File: src/rtl/reg_writeback_arbiter.sv
// Write-port arbiter for the 32x32 register file: pipeline writeback has priority, MUL/DIV results queue in a small FIFO.
// Optional macro WB_FIFO_BYPASS_EN lets an MD result skip the empty FIFO when the port is idle.
module reg_writeback_arbiter #(
  parameter int FIFO_DEPTH   = 4,
  parameter int STARVE_LIMIT = 8,
  localparam int AW = $clog2(FIFO_DEPTH),
  localparam int SW = $clog2(STARVE_LIMIT + 1)
) (
  input  logic          CLK,
  input  logic          RESET,
  input  logic          PIPE_WRITE,
  input  logic [4:0]    PIPE_ADDR,
  input  logic [31:0]   PIPE_DATA,
  input  logic          MD_VALID,
  input  logic [4:0]    MD_ADDR,
  input  logic [31:0]   MD_DATA,
  output logic          MD_READY,
  input  logic [4:0]    RS1_ADDR,
  input  logic [4:0]    RS2_ADDR,
  output logic          PEND_HIT1,
  output logic          PEND_HIT2,
  output logic          STALL_REQ,
  output logic [AW:0]   COUNT,
  output logic          WB_WRITE,
  output logic [4:0]    WB_ADDR,
  output logic [31:0]   WB_DATA
);

  logic [4:0]            addr_mem [FIFO_DEPTH];
  logic [31:0]           data_mem [FIFO_DEPTH];
  logic [FIFO_DEPTH-1:0] live_reg, live_next;
  logic [FIFO_DEPTH-1:0] hit1_vec, hit2_vec;
  logic [AW-1:0]         rd_ptr_reg, wr_ptr_reg;
  logic [AW:0]           count_reg, count_next;
  logic [SW-1:0]         starve_reg, starve_next;
  logic                  stall_reg, stall_next;
  logic                  wb_write_reg, wb_write_next;
  logic [4:0]            wb_addr_reg, wb_addr_next;
  logic [31:0]           wb_data_reg, wb_data_next;

  logic pipe_eff, empty, full, md_acc, head_live, pop, push, bypass;

  assign pipe_eff  = PIPE_WRITE && (PIPE_ADDR != 5'd0);
  assign empty     = (count_reg == '0);
  assign full      = (count_reg == (AW+1)'(FIFO_DEPTH));
  assign MD_READY  = !full && !RESET;
  assign md_acc    = MD_VALID && MD_READY;
  assign head_live = live_reg[rd_ptr_reg];
  assign pop       = !pipe_eff && !empty;

`ifdef WB_FIFO_BYPASS_EN
  assign bypass = md_acc && empty && !pipe_eff && (MD_ADDR != 5'd0);
`else
  assign bypass = 1'b0;
`endif

  // x0 results are accepted but never stored
  assign push = md_acc && (MD_ADDR != 5'd0) && !bypass;

  // Live bits: set on push (MD younger than a same-cycle pipe write), cleared on pop or WAW kill.
  generate
    for (genvar gi = 0; gi < FIFO_DEPTH; gi++) begin : g_entry
      logic kill;
      assign kill = pipe_eff && (addr_mem[gi] == PIPE_ADDR);
      assign live_next[gi] = (push && wr_ptr_reg == AW'(gi)) ? 1'b1 :
                             ((pop && rd_ptr_reg == AW'(gi)) || kill) ? 1'b0 : live_reg[gi];
      assign hit1_vec[gi] = live_reg[gi] && (addr_mem[gi] == RS1_ADDR);
      assign hit2_vec[gi] = live_reg[gi] && (addr_mem[gi] == RS2_ADDR);
    end
  endgenerate

  assign PEND_HIT1 = (|hit1_vec) && (RS1_ADDR != 5'd0);
  assign PEND_HIT2 = (|hit2_vec) && (RS2_ADDR != 5'd0);

  always_comb begin
    wb_write_next = 1'b0;
    wb_addr_next  = wb_addr_reg;
    wb_data_next  = wb_data_reg;
    if (pipe_eff) begin
      wb_write_next = 1'b1;
      wb_addr_next  = PIPE_ADDR;
      wb_data_next  = PIPE_DATA;
    end else if (!empty) begin
      wb_write_next = head_live;
      if (head_live) begin
        wb_addr_next = addr_mem[rd_ptr_reg];
        wb_data_next = data_mem[rd_ptr_reg];
      end
    end else if (bypass) begin
      wb_write_next = 1'b1;
      wb_addr_next  = MD_ADDR;
      wb_data_next  = MD_DATA;
    end
  end

  always_comb begin
    count_next = count_reg + {{AW{1'b0}}, push} - {{AW{1'b0}}, pop};
    stall_next = (starve_reg >= SW'(STARVE_LIMIT)) && !pop;
    starve_next = starve_reg;
    if (pop || empty)
      starve_next = '0;
    else if (pipe_eff && head_live && starve_reg != SW'(STARVE_LIMIT))
      starve_next = starve_reg + SW'(1);
  end

  always_ff @(posedge CLK) begin
    if (push) begin
      addr_mem[wr_ptr_reg] <= MD_ADDR;
      data_mem[wr_ptr_reg] <= MD_DATA;
    end
  end

  always_ff @(posedge CLK) begin
    if (RESET) begin
      live_reg     <= '0;
      rd_ptr_reg   <= '0;
      wr_ptr_reg   <= '0;
      count_reg    <= '0;
      starve_reg   <= '0;
      stall_reg    <= 1'b0;
      wb_write_reg <= 1'b0;
      wb_addr_reg  <= 5'd0;
      wb_data_reg  <= 32'd0;
    end else begin
      live_reg     <= live_next;
      rd_ptr_reg   <= rd_ptr_reg + AW'(pop);
      wr_ptr_reg   <= wr_ptr_reg + AW'(push);
      count_reg    <= count_next;
      starve_reg   <= starve_next;
      stall_reg    <= stall_next;
      wb_write_reg <= wb_write_next;
      wb_addr_reg  <= wb_addr_next;
      wb_data_reg  <= wb_data_next;
    end
  end

  assign COUNT     = count_reg;
  assign STALL_REQ = stall_reg;
  assign WB_WRITE  = wb_write_reg;
  assign WB_ADDR   = wb_addr_reg;
  assign WB_DATA   = wb_data_reg;

endmodule

File: config.mk
export PLATFORM = sky130hd
export DESIGN_NAME = reg_writeback_arbiter
export DESIGN_NICKNAME = d
export VERILOG_FILES = /design/src/rtl/reg_writeback_arbiter.sv
export SDC_FILE = /design/constraint.sdc
export NUM_CORES = 1
export LEC_CHECK = 0
export CORE_MARGIN = 10
export CORE_UTILIZATION = 50
export CTS_CLUSTER_SIZE = 10
export DETAILED_ROUTE_END_ITERATION = 12
export PLACE_DENSITY_LB_ADDON = 0.12
export SETUP_SLACK_MARGIN = 0.3
export SLEW_MARGIN = 20
export SYNTH_ARGS = -nofsm -noshare
export SYNTH_HDL_FRONTEND = slang
export SYNTH_SLANG_ARGS = --single-unit
File: constraint.sdc
create_clock -name CLK -period 9.3 [get_ports CLK]
set_clock_uncertainty 0.15 [all_clocks]
set_input_delay 1.86 -clock CLK [delete_from_list [all_inputs] [get_ports CLK]]
set_output_delay 1.86 -clock CLK [all_outputs]
set_load 0.05 [all_outputs]
Yosys cells after proc, flatten, opt, wreduce, memory -nomap -nowiden

Memories as Yosys holds them, arrays and structs flattened. A register that Yosys moved wholly into a read port is not among the register bits.
Cells that the tools add are included.

Register bits after elaboration: 54
Bits in writable memories: 148
Input bits: 88
Output and inout bits: 45
Word-level logic and storage cells: 120
Memories: 2

$add $sub $neg: 5
$lt $le $gt $ge: 2
Equal/unequal tests: 21
Multiplexer cells: 22
Reduce and logical (&&, ||, !) cells: 56

Memory list:

| name     | words | bits a word | read ports | clocked after memory_dff | wr ports | RTL line | source |
|---|---|---|---|---|---|---|---|
| data_mem | 4     | 32          | 1          | 1                        | 1        | 30       | `logic [31:0] data_mem [FIFO_DEPTH];` |
| addr_mem | 4     | 5           | 5          | 1                        | 1        | 29       | `logic [4:0] addr_mem [FIFO_DEPTH];` |

Operator list:

| kind                                                       | count |
|---|---|
| two-way mux 32 bit                                         | 3 |
| == test 5 bit                                              | 12 |
| logical AND 1 bit                                          | 30 |
| nonzero test 5 bit                                         | 4 |
| two-way mux 5 bit                                          | 3 |
| two-way mux 1 bit                                          | 13 |
| nonzero test 2 bit                                         | 5 |
| == test 2 bit, second input constant                       | 4 |
| OR reduction 4 bit                                         | 2 |
| zero test 1 bit                                            | 5 |
| logical OR 1 bit                                           | 5 |
| adder 2 x 1 -> 2 bit                                       | 2 |
| adder 4 x 1 -> 4 bit, second input constant                | 1 |
| == test 2 x 1 -> 1 bit, second input constant              | 2 |
| greater-or-equal comparator 4 bit, second input constant   | 1 |
| zero test 2 bit                                            | 2 |
| two-way mux 2 bit                                          | 2 |
| inequality test 4 bit, second input constant               | 1 |
| adder 3 x 1 -> 3 bit                                       | 1 |
| == test 3 bit, second input constant                       | 1 |
| zero test 3 bit                                            | 1 |
| less-than comparator 2 x 3 -> 1 bit, second input constant | 1 |
| subtractor 3 x 1 -> 3 bit                                  | 1 |
| binary-select mux 1 bit (select 2 bit)                     | 1 |
| 3 further kinds                                            | 3 |

Depth between registers and ports, before layout

Depth in word-level cells: 8
Mapped depth: 11

Worst setup path before layout

OpenSTA, ideal clock, no wires.

Kind: input to register
Start point: in RESET
End point: mem addr_mem[0][0], enable pin
Library setup time: 0.480 ns
Data arrival time: 5.093 ns
Data required time: 8.670 ns
Setup slack: 3.577 ns
Stages: 3
Buffers on the path: 1
Cells stage by stage: buf_2 -> a2111o_1 -> nor3_1

Word-level cells in the longest chain between the ends: 6

RTL lines:

| item                                    | RTL line | source |
|---|---|---|
| start: declaration                      | 10       | `input logic RESET,` |
| zero test 1 bit                         | 46       | `assign MD_READY = !full && !RESET;` |
| logical AND 1 bit                       | 46       |  |
| logical AND 1 bit                       | 47       | `assign md_acc = MD_VALID && MD_READY;` |
| logical AND 1 bit                       | 58       | `assign push = md_acc && (MD_ADDR != 5'd0) && !bypass;` |
| two-way mux 1 bit                       | 107      | `if (push) begin` |
| two-way mux 1 bit (implied by the code) | 108      | `addr_mem[wr_ptr_reg] <= MD_ADDR;` |
| end: declaration                        | 29       |  |

Every way passes these cells.

Final worst setup path

Start point: in RS2_ADDR[1]
End point: out PEND_HIT2

Word-level cells in the longest chain between the ends: 4
Elaborated cells between the ends (all ways): 11
Those cells by class: eq/ne (4); reduce/logical (7)

RTL lines:

| item                  | RTL line | source |
|---|---|---|
| start: declaration    | 19       | `input logic [4:0] RS2_ADDR,` |
| == test 5 bit         | 68       | `assign hit2_vec[gi] = live_reg[gi] && (addr_mem[gi] == RS2_ADDR);` |
| logical AND 1 bit     | 68       |  |
| OR reduction 4 bit    | 73       | `assign PEND_HIT2 = (\|hit2_vec) && (RS2_ADDR != 5'd0);` |
| logical AND 1 bit (*) | 73       |  |
| end: declaration      | 21       | `output logic PEND_HIT2,` |

Mark *: on every way between the ends. The rest lies on a longest branch, timed or not.

==> flow_summary.ini <==
[layout]
diodes = 0
area_delta_synth_final_pct = 25.6
largest-register = data_mem
drive_gt1_frac = 0.124
layout.nets = 738
fin_cells = 881
largest_register_ffs = 128

[clocking]
htreeDepth = 1
cts_tree = built
ctsResizeCount = 0
cts.sinks = 202
cts_buffer_depth = 3
insertion_delay_ps = 510
cts-buffers-inserted = 24
clkTransAtPathRegs_ps = 50
postCtsHoldBufs = 0
cts_root_buf = clkbuf_16
post-cts-setup-buffers = 0

[global_route]
grt_max_degree = 44
antenna_found_initial = 0
grt_pass1_wl_um = 30300
first_global_vias = 5441
grt_overflow = 0
grt_usage = 0.173

[timing]
grt_setup_unrepaired = no
setup_viol_count_final = 0
hold_viol_final = 0
finalCritPeriodShare = 0.661
slew_headroom = 0.264
setup_tns_ps = 0
drv_slew = 0
period_needed_ps = 6150
worst_pin_slew_ps = 1100
fmax_mhz = 163

[synth]
synth_common_cells = 148 x edfxtp_1, 54 x dfxtp_1, 43 x xor2_1
netlist_top_cells_area = edfxtp_1 53%, dfxtp_1 13%, mux4_2 10%
ys_ff_latch = 202
ys_seq_area_frac = 0.654
netlist_instances = 517
yosysUniqueCellTypes = 46
synth_edf_count = 148
yosysWarnings = 0
yosysMostFrequentCell = edfxtp_1
synth_largest_area_cell = edfxtp_1
synth_ff_type = edfxtp_1
synth_area_um2 = 8450
syn_nets = 612
avgSynthCellArea_um2 = 16.3
synth_top_cell_area_share = 0.526
async_flop_share = 0

[power]
leakagePower_nw = 3.53
peakVddDrop_uv = 152
power_density_nw_per_um2 = 223

[critical_path]
cp-start-kind = input pin
endpoint_kind = output port
worstPathMaxFanout = 5
arrival_ps = 4140
required_ps = 7290
rr_startpoint = rd_ptr_reg[0]
rrSetupSlack_ps = 6160
reg2reg_depth = 4
crit_type = input pin to output port
r2r-end = WB_DATA[17]

[route]
ant_nets = 0
routed_via_density = 5.70
drc_errors = 0
drt_pass1_iterations = 4
wirelength_um = 19600
wl_per_cell_um = 22.3
vias = 5024
drt_iter0_markers = 293

[worst_hold_path]
worstHoldStart = WB_DATA[16]
min_to = WB_DATA[16]
holdPathStages = 1
hold_path_class = flop to flop

[placement]
dp_hpwl_um = 12600
placedCellCount = 837
port_buffers = 132
globalplace.congestion = 0.883

[die]
die_x_um = 150
io_pins = 133
start_util = 0.509
rows = 47
dieArea_um2 = 22500
core_um2 = 16600
die_y_um = 150

[run]
maxCapViolCount = 0

[status]
status = finished, final reports clean
[layout make-up]
class	count	area, µm²
fillers	1217	5970
well taps	220	275
clock inverters	3	50.0
clock buffers	41	664
inverters	9	33.8
flip-flops and latches	202	5530
repair buffers	136	1350
multi-input cells	270	2700
[logic make-up after synthesis]
kind of cell / Yosys count / synth area share
flops: 202 / 0.654
simple gates: 104 / 0.0741
xor+xnor: 66 / 0.0684
compound gates: 54 / 0.0618
buf+inv: 45 / 0.0277
mux: 39 / 0.103
fa+ha+maj: 7 / 0.0113
[layer usage]
metal  GRT usage  routed length (µm)
met3      0.0368                1200
met5           0                   0
met1       0.214                8010
met4      0.0603                 518
met2       0.293                9900
[how the worst max path moves through the flow]
| stage | from | endpoint | slack, ps | cells after the start |
|---|---|---|---|---|
| 6_report | RS2_ADDR[1] | PEND_HIT2 | 3150 | 7 |
| 5_1_grt | RS2_ADDR[1] | PEND_HIT2 | 3040 | 7 |
| 4_1_cts | RS2_ADDR[1] | PEND_HIT2 | 3160 | 7 |
| 3_5_place_dp | RS2_ADDR[1] | PEND_HIT2 | 3170 | 7 |
| 3_3_place_gp | RS2_ADDR[0] | PEND_HIT2 | 3290 | 7 |
| 2_1_floorplan | RESET | addr_mem[0][0] | 3580 | 3 |
[worst max-delay path: stages]
cell             delay (ps)
clkdlybuf4s50_1         540
xor2_1                  200
nor4_1                  360
nand3_1                 140
nand4_1                 110
o21a_1                  130
clkdlybuf4s50_1         800
[power breakdown]
group	switching, mW	internal (mW)
registers	0.0696	1.03
clock network	0.336	0.511
logic	0.206	0.217
total	0.611	1.75
[metrics by stage]
stage                     instance area, µm²  utilization  setup slack (ps)  hold WS, ps  power [mW]
after floorplan                         8450            -              3580          304        1.40
after global placement                  9890        0.597              3290          315        1.53
after detailed placement                9890        0.597              3170          319        1.54
after CTS                              10600        0.640              3160          340        2.39
after global routing                   10600        0.640              3040          349        2.46
final                                  10600        0.640              3150          333        2.36
[cells in the final DEF (no fill, tap or decap), drive strengths merged, types with 3 or more instances in the layout]
master and n:
xnor2 23, mux4 38, nand2 8, xor2 43
nor2b 36, ha 6, nand3 14, clkdlybuf4s50 132
edfxtp 148, nor4 8, nor2 15, nor3 5
o21a 3, clkbuf 41, a221o 37, a21oi 3
or4 4, inv 9, nand4 3, buf 4
a31oi 3, dfxtp 54
No activity file was read; power rests on OpenSTA's default activity.
